===== config.mk =====
export PLATFORM = sky130hd
export DESIGN_NAME = lsu_ram_ctrl
export DESIGN_NICKNAME = d
export VERILOG_FILES = /design/src/rtl/lsu_ram_ctrl.sv
export SDC_FILE = /design/constraint.sdc
export NUM_CORES = 1
export LEC_CHECK = 0
export ABC_AREA = 1
export ABC_CLOCK_PERIOD_IN_PS = 2220
export CAP_MARGIN = 25
export CORE_MARGIN = 5
export CORE_UTILIZATION = 46
export CTS_BUF_LIST = sky130_fd_sc_hd__clkbuf_4
export DETAILED_ROUTE_END_ITERATION = 8
export GPL_TIMING_DRIVEN = 0
export PLACE_DENSITY = 0.92
export SYNTH_ARGS = -nofsm -noshare
export SYNTH_HDL_FRONTEND = slang
export SYNTH_SLANG_ARGS = --single-unit

===== constraint.sdc =====
create_clock -name clk -period 2.22 [get_ports clk]
set_input_delay 0.444 -clock clk [delete_from_list [all_inputs] [get_ports clk]]
set_output_delay 0.444 -clock clk [all_outputs]
set_load 0.005 [all_outputs]

===== src/rtl/lsu_ram_ctrl.sv =====
`default_nettype none
// ============================================================================
// Module   : lsu_ram_ctrl
// Purpose  : Load/store access unit in front of the data RAM. Accepts one
//            core load/store at a time, turns it into a word-aligned RAM
//            transaction (byte enables, lane-replicated write data), runs the
//            RAM valid/ready handshake and waits for read data, then returns a
//            one-cycle response with extended load data or an error flag.
// Ports    : clk, rst                   clock, synchronous active-high reset
//            req_*                      core request channel (valid/ready)
//            resp_*                     core response (one-cycle pulse)
//            ram_*_out, valid_out       registered RAM request side
//            ready_in, rdata_valid_in,
//            ram_read_data_in           RAM handshake and read data
// Revision : 1.0  initial release
// ============================================================================
module lsu_ram_ctrl #(
  parameter int TIMEOUT_CYCLES = 255,
  parameter int CNT_WIDTH      = 16
) (
  input  logic        clk,
  input  logic        rst,
  input  logic        req_valid_in,
  output logic        req_ready_out,
  input  logic        req_is_store_in,
  input  logic [2:0]  req_funct3_in,
  input  logic [31:0] req_addr_in,
  input  logic [31:0] req_wdata_in,
  output logic        resp_valid_out,
  output logic [31:0] resp_rdata_out,
  output logic        resp_err_out,
  output logic [31:0] ram_addr_out,
  output logic [31:0] ram_write_data_out,
  output logic        ram_read_en_out,
  output logic        ram_write_en_out,
  output logic [3:0]  ram_write_byte_en_out,
  output logic        valid_out,
  input  logic        ready_in,
  input  logic        rdata_valid_in,
  input  logic [31:0] ram_read_data_in
);

  typedef enum logic [1:0] {
    S_IDLE = 2'd0,
    S_REQ  = 2'd1,
    S_WAIT = 2'd2,
    S_RESP = 2'd3
  } state_t;

  localparam logic                 TIMEOUT_EN   = (TIMEOUT_CYCLES != 0);
  // Timeout fires at the end of the TIMEOUT_CYCLES-th cycle spent in REQ/WAIT.
  localparam logic [CNT_WIDTH-1:0] TIMEOUT_LAST = CNT_WIDTH'(TIMEOUT_CYCLES - 1);

  state_t               state_q, state_d;
  logic                 is_store_q, is_store_d;
  logic [2:0]           funct3_q, funct3_d;
  logic [1:0]           offs_q, offs_d;
  logic [CNT_WIDTH-1:0] cnt_q, cnt_d;
  logic                 req_ready_q, req_ready_d;
  logic                 resp_valid_q, resp_valid_d;
  logic [31:0]          resp_rdata_q, resp_rdata_d;
  logic                 resp_err_q, resp_err_d;
  logic [31:0]          ram_addr_q, ram_addr_d;
  logic [31:0]          ram_wdata_q, ram_wdata_d;
  logic                 rd_en_q, rd_en_d;
  logic                 wr_en_q, wr_en_d;
  logic [3:0]           be_q, be_d;
  logic                 valid_q, valid_d;

  logic                 w_bad;
  logic [3:0]           w_be;
  logic [31:0]          w_wdata;
  logic                 w_timeout;

  // Align the addressed lane down to bit 0, then extend by width/sign code.
  function automatic logic [31:0] f_extend(input logic [2:0]  f3,
                                           input logic [1:0]  offs,
                                           input logic [31:0] data);
    logic [31:0] sh;
    sh = data >> {offs, 3'b000};
    case (f3)
      3'b000:  f_extend = {{24{sh[7]}}, sh[7:0]};
      3'b001:  f_extend = {{16{sh[15]}}, sh[15:0]};
      3'b100:  f_extend = {24'd0, sh[7:0]};
      3'b101:  f_extend = {16'd0, sh[15:0]};
      default: f_extend = sh;
    endcase
  endfunction

  // Request decode: legality, alignment, byte lanes and replicated data.
  always_comb begin
    w_bad   = 1'b0;
    w_be    = 4'b1111;
    w_wdata = req_wdata_in;
    case (req_funct3_in[1:0])
      2'b00: begin
        w_be    = 4'b0001 << req_addr_in[1:0];
        w_wdata = {4{req_wdata_in[7:0]}};
      end
      2'b01: begin
        w_be    = 4'b0011 << req_addr_in[1:0];
        w_wdata = {2{req_wdata_in[15:0]}};
        w_bad   = req_addr_in[0];
      end
      2'b10: begin
        w_bad   = (req_addr_in[1:0] != 2'b00) || req_funct3_in[2];
      end
      default: begin
        w_bad   = 1'b1;
      end
    endcase
    if (req_is_store_in && req_funct3_in[2]) begin
      w_bad = 1'b1;
    end
  end

  assign w_timeout = TIMEOUT_EN && (cnt_q == TIMEOUT_LAST);

  always_comb begin
    state_d      = state_q;
    is_store_d   = is_store_q;
    funct3_d     = funct3_q;
    offs_d       = offs_q;
    cnt_d        = cnt_q;
    req_ready_d  = req_ready_q;
    resp_valid_d = 1'b0;
    resp_rdata_d = 32'd0;
    resp_err_d   = 1'b0;
    ram_addr_d   = ram_addr_q;
    ram_wdata_d  = ram_wdata_q;
    rd_en_d      = rd_en_q;
    wr_en_d      = wr_en_q;
    be_d         = be_q;
    valid_d      = valid_q;

    case (state_q)
      S_IDLE: begin
        if (req_valid_in && req_ready_q) begin
          is_store_d  = req_is_store_in;
          funct3_d    = req_funct3_in;
          offs_d      = req_addr_in[1:0];
          cnt_d       = '0;
          req_ready_d = 1'b0;
          if (w_bad) begin
            state_d      = S_RESP;
            resp_valid_d = 1'b1;
            resp_err_d   = 1'b1;
          end else begin
            state_d     = S_REQ;
            valid_d     = 1'b1;
            rd_en_d     = !req_is_store_in;
            wr_en_d     = req_is_store_in;
            be_d        = req_is_store_in ? w_be : 4'b0000;
            ram_addr_d  = {req_addr_in[31:2], 2'b00};
            ram_wdata_d = req_is_store_in ? w_wdata : 32'd0;
          end
        end
      end

      S_REQ: begin
        cnt_d = cnt_q + CNT_WIDTH'(1);
        // A handshake in the final allowed cycle still completes normally.
        if (ready_in || w_timeout) begin
          valid_d = 1'b0;
          rd_en_d = 1'b0;
          wr_en_d = 1'b0;
          be_d    = 4'b0000;
          cnt_d   = '0;
        end
        if (ready_in) begin
          if (is_store_q) begin
            state_d      = S_RESP;
            resp_valid_d = 1'b1;
          end else if (rdata_valid_in) begin
            state_d      = S_RESP;
            resp_valid_d = 1'b1;
            resp_rdata_d = f_extend(funct3_q, offs_q, ram_read_data_in);
          end else begin
            state_d = S_WAIT;
          end
        end else if (w_timeout) begin
          state_d      = S_RESP;
          resp_valid_d = 1'b1;
          resp_err_d   = 1'b1;
        end
      end

      S_WAIT: begin
        cnt_d = cnt_q + CNT_WIDTH'(1);
        if (rdata_valid_in) begin
          state_d      = S_RESP;
          resp_valid_d = 1'b1;
          resp_rdata_d = f_extend(funct3_q, offs_q, ram_read_data_in);
          cnt_d        = '0;
        end else if (w_timeout) begin
          state_d      = S_RESP;
          resp_valid_d = 1'b1;
          resp_err_d   = 1'b1;
          cnt_d        = '0;
        end
      end

      S_RESP: begin
        state_d     = S_IDLE;
        req_ready_d = 1'b1;
      end

      default: begin
        state_d     = S_IDLE;
        req_ready_d = 1'b1;
        valid_d     = 1'b0;
        rd_en_d     = 1'b0;
        wr_en_d     = 1'b0;
        be_d        = 4'b0000;
      end
    endcase
  end

  always_ff @(posedge clk) begin
    if (rst) begin
      state_q      <= S_IDLE;
      is_store_q   <= 1'b0;
      funct3_q     <= 3'd0;
      offs_q       <= 2'd0;
      cnt_q        <= '0;
      req_ready_q  <= 1'b1;
      resp_valid_q <= 1'b0;
      resp_rdata_q <= 32'd0;
      resp_err_q   <= 1'b0;
      ram_addr_q   <= 32'd0;
      ram_wdata_q  <= 32'd0;
      rd_en_q      <= 1'b0;
      wr_en_q      <= 1'b0;
      be_q         <= 4'b0000;
      valid_q      <= 1'b0;
    end else begin
      state_q      <= state_d;
      is_store_q   <= is_store_d;
      funct3_q     <= funct3_d;
      offs_q       <= offs_d;
      cnt_q        <= cnt_d;
      req_ready_q  <= req_ready_d;
      resp_valid_q <= resp_valid_d;
      resp_rdata_q <= resp_rdata_d;
      resp_err_q   <= resp_err_d;
      ram_addr_q   <= ram_addr_d;
      ram_wdata_q  <= ram_wdata_d;
      rd_en_q      <= rd_en_d;
      wr_en_q      <= wr_en_d;
      be_q         <= be_d;
      valid_q      <= valid_d;
    end
  end

  assign req_ready_out         = req_ready_q;
  assign resp_valid_out        = resp_valid_q;
  assign resp_rdata_out        = resp_rdata_q;
  assign resp_err_out          = resp_err_q;
  assign ram_addr_out          = ram_addr_q;
  assign ram_write_data_out    = ram_wdata_q;
  assign ram_read_en_out       = rd_en_q;
  assign ram_write_en_out      = wr_en_q;
  assign ram_write_byte_en_out = be_q;
  assign valid_out             = valid_q;

endmodule
`default_nettype wire


=== Word-level counts from Yosys, hierarchy flattened ===
Index checks and enable logic that the tools add are counted.

* $add $sub $neg: 1
* Eq/ne operators: 12
* Shift-type cells: 3
* Muxes and demuxes: 51
* Bitwise gates (word level): 1
* Reductions and logical operators: 17

{| class="wikitable"
|+ Operator list
! kind !! count
|-
| $mux 32 || 4
|-
| $pmux 32 s2 || 2
|-
| $pmux 32 s4 || 1
|-
| $mux 16 || 4
|-
| $pmux 16 s3 || 1
|-
| $shr 32x5->32 || 1
|-
| $mux 1 || 20
|-
| $add 16x1->16 const B || 1
|-
| $eq 16x8->1 const B || 1
|-
| $mux 4 || 4
|-
| $pmux 4 s2 || 2
|-
| $mux 2 || 5
|-
| $pmux 1 s3 || 3
|-
| $pmux 1 s2 || 4
|-
| $pmux 2 s4 || 1
|-
| $eq 2x2->1 const B || 3
|-
| $eq 3x3->1 const B || 2
|-
| $ne 2x2->1 const B || 3
|-
| $reduce_and 2->1 || 3
|-
| $reduce_bool 2->1 || 3
|-
| $eq 2x1->1 const B || 2
|-
| $logic_not 2->1 || 2
|-
| $reduce_and 4->1 || 1
|-
| $shl 1x2->4 const A || 1
|-
| 9 further kinds || 11
|}

* Bits in registers: 128
* Input port bits: 105
* Output and inout bits: 106

=== Depth between registers and ports, before layout ===
* Depth in word-level cells: 7
* Depth in mapped cells: 11
* Mapped depth without buffers: 11

=== Least setup slack after synthesis ===
Ideal clock, no wire load.

* Kind: register to register
* Start: reg state_q[1]
* End: reg resp_rdata_q[22] (netlist: resp_rdata_out[22])
* Arrival time: 1,487 ps
* Data required time: 2,158 ps
* Slack: 671 ps
* Stages on the path, launching flop included: 9
* Clock period less this slack: 1,549 ps
* Cell sequence: dfxtp_1 > inv_1 > ha_1 > inv_2 > o31ai_2 > nand4_2 > o21bai_4 > buf_6 > nor2_2

* Longest elaborated chain between the ends: 2

{| class="wikitable"
|+ RTL lines
! what !! line !! text
|-
| from (decl) || 54 || <nowiki>state_t state_q, state_d;</nowiki>
|-
| from (signal assigned) || 237 || <nowiki>state_q <= state_d;</nowiki>
|-
| $eq 2x2->1 / $eq 2x1->1 (equally long branches) || 136 || <nowiki>case (state_q)</nowiki>
|-
| $pmux 32 s2 (*) || 136 ||
|-
| to (signal assigned) || 244 || <nowiki>resp_rdata_q <= resp_rdata_d;</nowiki>
|-
| to (decl) || 61 || <nowiki>logic [31:0] resp_rdata_q, resp_rdata_d;</nowiki>
|}

Mark *: on every way between the ends. The rest lies on a longest branch, timed or not.
A chain may end at the register's enable or synchronous reset.

=== Worst setup path in the final report ===
* Start: reg state_q[1]
* End: reg ram_wdata_q[24] (netlist: ram_write_data_out[24])

* Longest elaborated chain between the ends: 2

{| class="wikitable"
|+ RTL lines
! what !! line !! text
|-
| $logic_not 2->1 || 136 ||
|-
| $reduce_and 3->1 (no line) || n/a ||
|-
| to (signal assigned) || 247 || <nowiki>ram_wdata_q <= ram_wdata_d;</nowiki>
|-
| to (decl) || 64 || <nowiki>logic [31:0] ram_wdata_q, ram_wdata_d;</nowiki>
|}

No other way between the ends.

==> flow_summary.yaml <==
timing:
  period_share: 0.909
  grt_setup_unrepaired: "no"
  drv_slew: 0
  fin_hold_ws_ps: 282
  slew_headroom: 0.662
  hold_viol_final: 0
  tightest_slew_ps: 507
  worst_clock_skew_ps: 13.9
  finalCriticalPeriod_ps: 2020
  fmax_ghz: 0.495
  setup_viol: 0
synthesis:
  ys_ff_latch: 128
  synth_area_per_cell_um2: 7.10
  yosysTopAreaCellShare: 0.446
  syn_area_um2: 5750
  synth_cell_type_count: 37
  ys_top_cells_by_area: "dfxtp_1 45%, a21oi_1 10%, nand2_1 10%"
  netlist_instances: 810
  yosys.area.top_type: "dfxtp_1"
  yosysSeqAreaShare: 0.446
  synth_warnings: 0
power_and_ir_drop:
  combPwrFrac: 0.287
  switching_power_uw: 1850
  ir_worst_vdd_mv: 0.501
  p_int_uw: 3720
  power_leakage_uw: 0.00324
  power_density_nw_per_um2: 672
  swShare: 0.332
  p_seq_frac: 0.456
  p_total_uw: 5570
  power_frac_clock: 0.257
critical_path:
  cp_max_fo: 10
  crit_arrival_ps: 2500
  crit_required_ps: 2700
  crit_path_start_kind: "flip-flop"
  path_class: "flip-flop to flip-flop"
  crit_buf_inv: 3
  cp_cell_sequence: "inv_1 > ha_1 > inv_1 > nor2_2 > nand3_2 > buf_2 > nor3_1 > a21oi_1 > nor2_1"
  max_stage_delay_ps: 360
  critPathTopFamily: "simple AND/OR/NAND/NOR gates"
  worstSetupEndpointType: "flip-flop"
  cp_common_cell: "inv_1"
  critPathSlowestCell: "dfxtp_1"
floorplanning:
  rows: 40
  start_util: 0.475
  die_y_um: 122
  die_w_um: 122
  core-area_um2: 12100
  ios: 211
  die_area_um2: 14800
placement:
  dp.cells: 1186
  place.port_buffers: 207
  place_congestion: 0.958
  post_dp_cell_area_um2: 8040
  dp_hpwl_mm: 14.4
finish:
  final_cells: 1217
  layout_commonest_cell: "clkdlybuf4s50_1"
  num-fill-cells: 1004
  fin_util: 0.683
  syn2layout_area_growth_pct: 44.0
  stdcell_area_um2: 8280
  most-common-layout-cells: "207 x clkdlybuf4s50_1, 153 x nand2_1, 128 x dfxtp_1"
  drive_above_1_share: 0.0753
  fin_nets: 1148
  antenna_cells: 0
clock_tree:
  cts_setup_buffers: 0
  post_cts_resized: 0
  hold_buffers: 0
  numCtsBuffers: 17
  cts_buffer_depth: 2
  clk_latency_ps: 540
  root_buffer: "clkbuf_4"
  tritoncts: "done"
  htreeDepth: 4
  clock_sinks: 128
  cts.clk_slew.worst_paths_ps: 110
grt:
  grt_max_degree: 17
  grt_pass1_vias: 6201
  grt_antenna_before_repair: 0
  grt_use_total: 0.253
  grt_pass1_wl_mm: 29.7
  grt-ovfl-total: 0
drt:
  detail-route-antenna-nets: 0
  drt_iter0_markers: 473
  wire_per_inst_um: 15.5
  finalWirelength_mm: 18.8
  dr.pass1.iters: 7
  routed_via_density: 5.17
  route.detailed.drc: 0
  vias: 6292
hold_path:
  holdCritPathClass: "input pin to flip-flop"
job:
  drv_cap: 0
status:
  status: "finished clean"
## area by class of cell
| class | count | area, um2 | area share |
|---|---|---|---|
| buffer | 46 | 220 | 0.0266 |
| clock buffer | 20 | 150 | 0.0181 |
| clock inverter | 11 | 92.6 | 0.0112 |
| inverter | 91 | 344 | 0.0416 |
| multi-input combinational | 546 | 2630 | 0.317 |
| sequential | 128 | 2560 | 0.310 |
| tap | 168 | 210 | 0.0254 |
| timing repair buffer | 207 | 2070 | 0.250 |
## tightest hold or removal path: stages
cell and delay [ps]:
buf_2 160, nand2_1 110, a21oi_1 70
## cell families after synthesis
family / after synthesis / synth area share
buffers and inverters: 137 / 0.0981
flip-flops: 128 / 0.446
adder cells (fa/ha/maj): 6 / 0.0131
XOR/XNOR: 3 / 0.00457
AO/OA/AOI/OAI: 221 / 0.205
AND/OR/NAND/NOR: 314 / 0.233
other: 1 / 0.000652
## path summary, 6_finish.rpt
kind         slack (ps)             from  cells after the start                     end
max reg2reg         200       state_q[1]                      9  ram_write_data_out[24]
min                 280  req_is_store_in                      3              is_store_q
max                 200       state_q[1]                      9  ram_write_data_out[24]
min reg2reg         450  ram_addr_out[7]                      2         ram_addr_out[7]
## sequential cells by signal, indices dropped and copies added (netlist names)
signal	count
funct3_q	3
ram_read_en_out	1
ram_addr_out	30
resp_valid_out	1
ram_write_data_out	32
req_ready_out	1
ram_write_byte_en_out	4
offs_q	2
state_q	2
cnt_q	16
valid_out	1
resp_rdata_out	32
resp_err_out	1
is_store_q	1
ram_write_en_out	1
## synthesized netlist by cell type, drive strengths merged
master,n
o21ai,84
xor2,3
or2,2
nand2,156
o211ai,1
o21a,1
nand4,3
o21bai,1
and2,1
clkinv,1
conb,1
o31ai,1
nand3,34
nor2,91
ha,6
a31o,1
a211oi,7
a21oi,115
dfxtp,128
nor4,1
inv,90
nor3,26
o22ai,9
clkbuf,24
buf,22
a221o,1
## power groups by stage
stage | sequential [uW] | combinational (uW) | clock (uW)
final | 2540 | 1600 | 1430
after global routing | 2550 | 1760 | 1560
after CTS | 2540 | 1580 | 1460
after detailed placement | 2590 | 1570 | 0
after global placement | 2580 | 1540 | 0
after floorplan | 2590 | 854 | 0
## metal layers
| metal | up-vias | GRT usage | share of wire |
|---|---|---|---|
| met5 | - | 0 | 0 |
| met2 | 296 | 0.427 | 0.48 |
| li1 | 3093 | - | - |
| met3 | 41 | 0.102 | 0.11 |
| met4 | 0 | 0.102 | 0.026 |
| met1 | 2862 | 0.285 | 0.38 |
## through the flow
stage	TNS [ps]	setup WS (ps)
6_report	0	201
5_1_grt	0	80.8
4_1_cts	0	231
3_5_place_dp	-3710	-114
3_3_place_gp	-1840	-80.9
2_1_floorplan	0	671
Power figures use the tool's default switching activity.
